===== config.mk =====
export PLATFORM = sky130hd
export DESIGN_NAME = serdes_rx_framer
export DESIGN_NICKNAME = d
export VERILOG_FILES = /design/src/rtl/serdes_rx_framer.sv
export SDC_FILE = /design/constraint.sdc
export NUM_CORES = 1
export LEC_CHECK = 0
export CAP_MARGIN = 20
export CORE_MARGIN = 4
export CORE_UTILIZATION = 25
export DETAILED_ROUTE_END_ITERATION = 10
export DONT_BUFFER_PORTS = 1
export GPL_TIMING_DRIVEN = 0
export SKIP_CTS_REPAIR_TIMING = 1
export SLEW_MARGIN = 20
export SYNTH_ARGS = -nofsm -noshare
export SYNTH_HDL_FRONTEND = slang
export SYNTH_SLANG_ARGS = --single-unit
export TNS_END_PERCENT = 5

===== constraint.sdc =====
create_clock -name clk -period 3.6 [get_ports clk]
set_input_delay 0.54 -clock clk [delete_from_list [all_inputs] [get_ports clk]]
set_output_delay 0.54 -clock clk [all_outputs]
set_load 0.01 [all_outputs]

===== src/rtl/serdes_rx_framer.sv =====
// Receive framer: hunts for SYNC_WORD, parses length-prefixed frames, buffers the
// payload towards a ready/valid consumer and checks an XOR checksum.
module serdes_rx_framer #(
    parameter int                    DATA_WIDTH = 8,
    parameter logic [DATA_WIDTH-1:0] SYNC_WORD  = 8'hA5,
    parameter int                    MAX_LEN    = 16,
    parameter int                    FIFO_DEPTH = 16
) (
    input  logic                  clk,
    input  logic                  rst,
    input  logic [DATA_WIDTH-1:0] parallel_in,
    input  logic                  valid_in,
    output logic [DATA_WIDTH-1:0] parallel_out,
    output logic                  valid_out,
    input  logic                  ready_in,
    output logic                  last_out,
    output logic                  frame_ok,
    output logic                  crc_err,
    output logic                  len_err,
    output logic                  overflow
);

    // state     | meaning
    // S_HUNT    | discard words until SYNC_WORD
    // S_LEN     | capture payload length
    // S_PAYLOAD | accumulate checksum, push payload words
    // S_CHECK   | compare checksum word, report status
    typedef enum logic [1:0] {S_HUNT, S_LEN, S_PAYLOAD, S_CHECK} state_t;

    localparam int                    AW        = $clog2(FIFO_DEPTH);
    localparam logic [DATA_WIDTH-1:0] MAX_LEN_W = DATA_WIDTH'(MAX_LEN);
    localparam logic [DATA_WIDTH-1:0] ONE_W     = DATA_WIDTH'(1);

    state_t                state_q, state_d;
    logic [DATA_WIDTH-1:0] cnt_q, cnt_d;
    logic [DATA_WIDTH-1:0] acc_q, acc_d;
    logic                  frame_ok_q, frame_ok_d;
    logic                  crc_err_q, crc_err_d;
    logic                  len_err_q, len_err_d;
    logic                  overflow_q, overflow_d;

    logic [DATA_WIDTH:0]   mem_q [FIFO_DEPTH];
    logic [AW:0]           wr_ptr_q, wr_ptr_d;
    logic [AW:0]           rd_ptr_q, rd_ptr_d;
    logic                  push, push_last, push_ok, pop;
    logic                  empty, full;
    logic [DATA_WIDTH:0]   head;

    always_comb begin
        state_d    = state_q;
        cnt_d      = cnt_q;
        acc_d      = acc_q;
        push       = 1'b0;
        push_last  = 1'b0;
        frame_ok_d = 1'b0;
        crc_err_d  = 1'b0;
        len_err_d  = 1'b0;
        if (valid_in) begin
            unique case (state_q)
                S_HUNT: begin
                    if (parallel_in == SYNC_WORD) state_d = S_LEN;
                end
                S_LEN: begin
                    acc_d = '0;
                    if (parallel_in > MAX_LEN_W) begin
                        len_err_d = 1'b1;
                        state_d   = S_HUNT;
                    end else if (parallel_in == '0) begin
                        state_d = S_CHECK;
                    end else begin
                        cnt_d   = parallel_in;
                        state_d = S_PAYLOAD;
                    end
                end
                S_PAYLOAD: begin
                    acc_d     = acc_q ^ parallel_in;
                    push      = 1'b1;
                    push_last = (cnt_q == ONE_W);
                    cnt_d     = cnt_q - ONE_W;
                    if (cnt_q == ONE_W) state_d = S_CHECK;
                end
                S_CHECK: begin
                    if (parallel_in == acc_q) frame_ok_d = 1'b1;
                    else                      crc_err_d  = 1'b1;
                    state_d = S_HUNT;
                end
                default: state_d = S_HUNT;
            endcase
        end
    end

    assign empty = (wr_ptr_q == rd_ptr_q);
    assign full  = (wr_ptr_q[AW] != rd_ptr_q[AW]) && (wr_ptr_q[AW-1:0] == rd_ptr_q[AW-1:0]);
    assign pop   = !empty && ready_in;
    // A pop in the same cycle frees the slot, so a push into a full buffer still lands.
    assign push_ok    = push && (!full || pop);
    assign overflow_d = overflow_q || (push && full && !pop);
    assign wr_ptr_d   = push_ok ? wr_ptr_q + (AW+1)'(1) : wr_ptr_q;
    assign rd_ptr_d   = pop     ? rd_ptr_q + (AW+1)'(1) : rd_ptr_q;

    always_ff @(posedge clk) begin
        if (rst) begin
            state_q    <= S_HUNT;
            cnt_q      <= '0;
            acc_q      <= '0;
            frame_ok_q <= 1'b0;
            crc_err_q  <= 1'b0;
            len_err_q  <= 1'b0;
            overflow_q <= 1'b0;
            wr_ptr_q   <= '0;
            rd_ptr_q   <= '0;
        end else begin
            state_q    <= state_d;
            cnt_q      <= cnt_d;
            acc_q      <= acc_d;
            frame_ok_q <= frame_ok_d;
            crc_err_q  <= crc_err_d;
            len_err_q  <= len_err_d;
            overflow_q <= overflow_d;
            wr_ptr_q   <= wr_ptr_d;
            rd_ptr_q   <= rd_ptr_d;
        end
    end

    always_ff @(posedge clk) begin
        if (push_ok) mem_q[wr_ptr_q[AW-1:0]] <= {push_last, parallel_in};
    end

    // Storage is not cleared on reset; the head is masked while the buffer is empty.
    assign head         = mem_q[rd_ptr_q[AW-1:0]];
    assign valid_out    = !empty;
    assign parallel_out = empty ? '0 : head[DATA_WIDTH-1:0];
    assign last_out     = !empty && head[DATA_WIDTH];
    assign frame_ok     = frame_ok_q;
    assign crc_err      = crc_err_q;
    assign len_err      = len_err_q;
    assign overflow     = overflow_q;

endmodule


==> results of run 1 <==
cells by family after synthesis:
group	after synthesis	share of synthesized area, %
xor gates and xnor gates	7	1.099
AOI/OAI and AO/OA	87	7.708
and+or+nand+nor	146	10.68
buffers and inverters	47	2.684
muxes	56	12.81
DFF	180	63.30
adders and majority gates	11	1.727
final cells by class:
class / instances / area share (%)
inverters: 16 / 0.6611
flip-flops and latches: 180 / 55.53
plain buffers: 31 / 1.694
clock inverters: 14 / 1.942
well taps: 402 / 5.536
clock buffers: 18 / 4.724
multi-input cells: 307 / 29.91
registers in the layout (all words and copies together) (netlist names), 5 cells and up, named ones only:
name,count
cnt_q,8
acc_q,8
mem_q,144
rd_ptr_q,5
wr_ptr_q,5
worst max-delay path by stage:
stage          startpoint         endpoint  slack (ns)
2_1_floorplan   flip-flop  parallel_out[5]        1.42
3_3_place_gp   state_q[0]      wr_ptr_q[4]        0.83
3_5_place_dp    flip-flop  parallel_out[0]        0.90
4_1_cts         flip-flop  parallel_out[0]        0.42
5_1_grt         flip-flop  parallel_out[0]        0.30
6_report        flip-flop  parallel_out[0]        0.44
through the flow:
| stage | hold slack (ns) | power (uW) | cells |
|---|---|---|---|
| 6_report | 0.1972 | 4194 | 968 |
| 3_5_place_dp | 0.4825 | 2349 | 936 |
| 3_3_place_gp | 0.4844 | 2348 | 936 |
| 2_1_floorplan | 0.4609 | 2334 | 534 |
| 4_1_cts | 0.1745 | 4239 | 968 |
| 5_1_grt | 0.1660 | 4324 | 968 |
cells in the mapped netlist, drive strengths merged, types with 2 or more instances:
| master | n | area share, % |
|---|---|---|
| clkbuf | 17 | 0.80 |
| nand4 | 7 | 0.55 |
| a2111oi | 2 | 0.22 |
| nand3 | 6 | 0.38 |
| o2111ai | 2 | 0.22 |
| nor4 | 5 | 0.58 |
| nor2 | 21 | 0.99 |
| or4 | 2 | 0.24 |
| a41oi | 4 | 0.44 |
| nor2b | 43 | 3.4 |
| o31ai | 5 | 0.47 |
| nor3 | 3 | 0.19 |
| inv | 16 | 0.75 |
| nor4b | 2 | 0.41 |
| o21ai | 12 | 0.75 |
| a211oi | 22 | 2.1 |
| ha | 11 | 1.7 |
| and2 | 3 | 0.24 |
| a31oi | 9 | 0.89 |
| and3 | 17 | 1.3 |
| mux2i | 12 | 1.5 |
| a21oi | 18 | 1.2 |
| and2b | 3 | 0.31 |
| mux2 | 8 | 1.1 |
| nand2 | 26 | 1.2 |
| o32ai | 4 | 0.44 |
| xnor2 | 7 | 1.1 |
| mux4 | 36 | 10 |
| dfxtp | 36 | 9.0 |
| edfxtp | 144 | 54 |
| buf | 14 | 1.1 |
metal layers:
metal | GRT usage [%] | part of all wire, %
met1 | 14.55 | 44
met2 | 16.04 | 46
met3 | 3.199 | 9.5
met4 | 2.474 | 0.63
met5 | 0 | 0
worst max-delay path, cell delays in order (launching register included):
cell and delay [ns]:
dfxtp_1 0.31, buf_2 0.24, clkbuf_1 0.57, mux4_2 0.32, mux2i_1 0.10, a211oi_1 0.65
power groups by stage:
stage	registers, uW	clock network [uW]	logic, uW
4_1_cts	2240	1940	63.3
3_5_place_dp	2290	0	62.9
2_1_floorplan	2290	0	47.7
6_report	2240	1890	63.5
5_1_grt	2240	2020	70.0
3_3_place_gp	2290	0	62.0
==> out/summary.txt, run 1 <==
routed len/inst = 18.59 um
#FFs+latches synth = 180
design area = 9085 um^2
Setup crit start kind = flip-flop
Sink Count = 180
Vias = 4579
HPWL Detailed = 11.82 mm
CTS tree = built
clock buffer depth = 2
die area = 34800 um^2
number of global-route vias before repair = 4752
Final setup viols = 0
antenna diode count = 0
core region area = 31470 um^2
post-synth net total = 557
residual DRC count = 0
Max transition margin = 43.72%
PortBufs = 0
worst reg2reg path endpoint = mem_q[3][7]
Max Cap Violations = 0
worst reg-to-reg setup slack = 1.03 ns
Seq/Total Area, Yosys = 63.30%
Die Ht = 186.6 um
Most used DFF post-synth = edfxtp_1
hold path depth = 0
clock power share = 45.1%
I/O pin cnt = 26
Synth Area per Inst = 14.93 um^2
critical path arrival = 2.62 ns
largest net degree at the start of global routing = 24
worst skew pair latency = 0.43 ns
min-delay src = parallel_in[6]
crit-path max FO = 10
drt pass-1 iters = 7
Leak = 0.002773 uW
most frequent cells in the layout = edfxtp_1, nor2b_1, mux4_2, dfxtp_1, nand2_1
GR Util All Layers = 10.42%
worst slew pin tran = 0.8442 ns
Netlist cell types = 62
Filler Cell Count = 3120
Crit. End Element = output port
DRT antenna net count = 0
Synth Cell Area = 7970 um^2
worst r2r src = rd_ptr_q[4]
maximum VDD drop = 0.3909 mV
reg2reg path depth = 5
First DRT Iteration DRCs = 396
Hold EP = mem_q[4][6]
Hold Fails Final Rpt = 0
nets = 576
fin util = 28.87%
Synth-to-Final Area Change = 13.99%
post-route minimum period = 3.163 ns
global route overflow = 0
Yosys Warn Count = 0
fmax = 316.2 MHz
Hold Path Class = in2reg
root buf cell = clkbuf_16
num rows = 65
Comb power frac = 1.5%
layout cells sized above 1 = 16.25%
fin crit share = 87.85%
first-pass GRT wire length = 28.01 mm
number of H-tree levels = 4
Post-Place Worst Slack = 0.9046 ns
Clock Pin Slew Worst Setup and Hold Paths = 0.08 ns
Post-synth EDFFs = 144
WS Path Type = reg2out
Sw Pwr = 930.1 uW
CTS Buf Count = 17
DR vias/cell = 4.730
Multi-input gate area = 2718 um^2
most common cell after layout, fill and taps aside = edfxtp_1
Power Internal = 3264 uW
outcome = complete, no violations
register area = 5045 um^2
final worst setup slack = 0.4372 ns
FFs w/ async S/R, synth = 0%
Total Neg Setup Slack = 0 ns
initial antenna violation count = 1
Worst EP required = 3.06 ns
Pwr Density = 461.6 nW/um^2
Final Max Slew Viols = 0
GP Congestion = 0.8226
Final Skew = 0.01387 ns
Routed WL = 17.99 mm
Seq pwr share = 53.4%
Syn Inst Count = 534
effective utilization at floorplan = 25.32%
Die Span X = 186.6 um
unrepaired setup endpoints after global routing = no
Sw Ratio = 22.18%
Area after DPL = 8477 um^2
Note: power is estimated with default switching activity, not from simulation.
==> run 2, diff against run 1 <==
--- a/config.mk
+++ b/config.mk
@@ -6,7 +6,7 @@
 export NUM_CORES = 1
 export LEC_CHECK = 0
 export CAP_MARGIN = 20
-export CORE_MARGIN = 4
+export CORE_MARGIN = 8
 export CORE_UTILIZATION = 25
 export DETAILED_ROUTE_END_ITERATION = 10
 export DONT_BUFFER_PORTS = 1
==> out/summary.txt, run 2 (synthesis gave the netlist of run 1 again) <==
outcome = complete, no violations
Sink Count = 180 (unchanged)
global route overflow = 0 (unchanged)
max reg flops = 144 (unchanged)
crit-path max FO = 10 (unchanged)
Total Neg Setup Slack = 0 ns (unchanged)
I/O pin cnt = 26 (unchanged)
WS Path Type = reg2out
Routed WL = 17.98 mm (about the same)
root buf cell = clkbuf_16
Max Cap Violations = 0 (unchanged)
Clock Pin Slew Worst Setup and Hold Paths = 0.08 ns (about the same)
PortBufs = 0 (unchanged)
worst path bufs/invs = 2 (unchanged)
Final setup viols = 0 (unchanged)
Die Ht = 194.6 um (+4.3%)
largest net degree at the start of global routing = 24 (unchanged)
final worst setup slack = 0.5328 ns (+0.09561 ns)
fin crit share = 85.20% (-2.7 points)
Hold Path Class = in2reg
Leak = 0.002773 uW (about the same)
Synth-to-Final Area Change = 14.21%
Pwr Density = 460.9 nW/um^2 (-0.15%)
Setup crit start kind = flip-flop
worst slew pin tran = 0.7813 ns (-0.06293 ns)
critical path arrival = 2.53 ns (-0.09 ns)
Final Skew = 0.01709 ns (+0.003217 ns)
slowest CP cell = a211oi_1
die area = 37850 um^2 (+8.8%)
Hold Fails Final Rpt = 0 (unchanged)
nets = 576 (unchanged)
CTS tree = built
maximum VDD drop = 0.3174 mV (-19%)
Crit. End Element = output port
effective utilization at floorplan = 25.32% (unchanged)
Levels on crit path = 5 (unchanged)
most frequent cells in the layout = edfxtp_1, nor2b_1, mux4_2, dfxtp_1, nand2_1
DRT antenna net count = 0 (unchanged)
First DRT Iteration DRCs = 358 (-9.6%)
GR Util All Layers = 9.535% (-0.89 points)
first-pass GRT wire length = 27.68 mm (-1.2%)
most common cell after layout, fill and taps aside = edfxtp_1
fmax = 326.0 MHz (+3.1%)
clock buffer depth = 2 (unchanged)
Vias = 4605 (+0.57%)
Top delay family on crit path = buffers and inverters
DR vias/cell = 4.757 (+0.57%)
unrepaired setup endpoints after global routing = no
routed len/inst = 18.58 um (about the same)
drt pass-1 iters = 4 (-3)
GP Congestion = 0.8294 (+0.83%)
layout cells sized above 1 = 16.61% (+0.35 points)
CTS Buf Count = 17 (unchanged)
initial antenna violation count = 0 (-1)
CP max stage delay = 0.57 ns (-0.08 ns)
number of H-tree levels = 4 (unchanged)
Final Max Slew Viols = 0 (unchanged)
number of global-route vias before repair = 4578 (-3.7%)
antenna diode count = 0 (unchanged)
Post-Place Worst Slack = 0.9308 ns (+0.02622 ns)
hold path depth = 0 (unchanged)
residual DRC count = 0 (unchanged)
Max transition margin = 47.92% (+4.2 points)
reg2reg path depth = 5 (unchanged)
HPWL Detailed = 11.80 mm (-0.17%)
post-route minimum period = 3.067 ns (-0.09561 ns)
core region area = 31470 um^2 (unchanged)
num rows = 65 (unchanged)
CP Cell Sequence = buf_2, clkbuf_1, mux4_2, mux2i_1, a211oi_1
Die Span X = 194.6 um (+4.3%)
Worst EP required = 3.06 ns (about the same)
worst skew pair latency = 0.44 ns (about the same)
==> run 2: final cells by class <==
cell class / instances / area, um^2
plain buffers: 31 / 153.9
clock buffers: 17 / 425.4
clock inverters: 15 / 197.7
fillers: 3113 / 22370
inverters: 16 / 60.06
multi-input cells: 307 / 2718
flip-flops and latches: 180 / 5045
well taps: 402 / 503.0
==> run 2: path summary, 6_finish.rpt <==
path	start	endpoint	slack, ns
worst min-delay path	parallel_in[1]	mem_q[9][1]	0.20
worst min register to register	acc_q[3]	acc_q[3]	0.50
worst max register to register	rd_ptr_q[4]	mem_q[10][3]	1.06
worst max-delay path	flip-flop	parallel_out[3]	0.53
==> run 2: power by group <==
part / internal [uW] / switching [uW] / total (uW)
Sequential: 2240 / 0.794 / 2240
Clock: 957 / 937 / 1890
Combinational: 21.9 / 41.4 / 63.3
Total: 3220 / 979 / 4200
==> run 2: metrics by stage <==
| step | std cells | total power, uW | util, % | instance area, um^2 | hold WS [ns] |
|---|---|---|---|---|---|
| final | 968 | 4196 | 28.92 | 9102 | 0.1965 |
| after global routing | 968 | 4328 | 28.92 | 9102 | 0.1680 |
| after CTS | 968 | 4225 | 28.91 | 9100 | 0.1822 |
| after detailed placement | 936 | 2348 | 26.93 | 8477 | 0.4861 |
| after global placement | 936 | 2348 | 26.92 | 8473 | 0.4751 |
| after floorplan | 534 | 2334 | - | 7970 | 0.4609 |
==> run 2: metal layers <==
metal | routed length [um] | up-vias | global-route usage (%)
met5 | 0 | - | 0
li1 | - | 2131 | -
met4 | 103 | 0 | 2.093
met2 | 8019 | 130 | 13.90
met1 | 8572 | 2337 | 13.30
met3 | 1288 | 7 | 3.507
==> run 3, diff against run 2 <==
--- a/config.mk
+++ b/config.mk
@@ -16,4 +16,3 @@
 export SYNTH_ARGS = -nofsm -noshare
 export SYNTH_HDL_FRONTEND = slang
 export SYNTH_SLANG_ARGS = --single-unit
-export TNS_END_PERCENT = 5
==> results of run 3 <==
Final layout, timing and power as in run 2 (identical DEF).
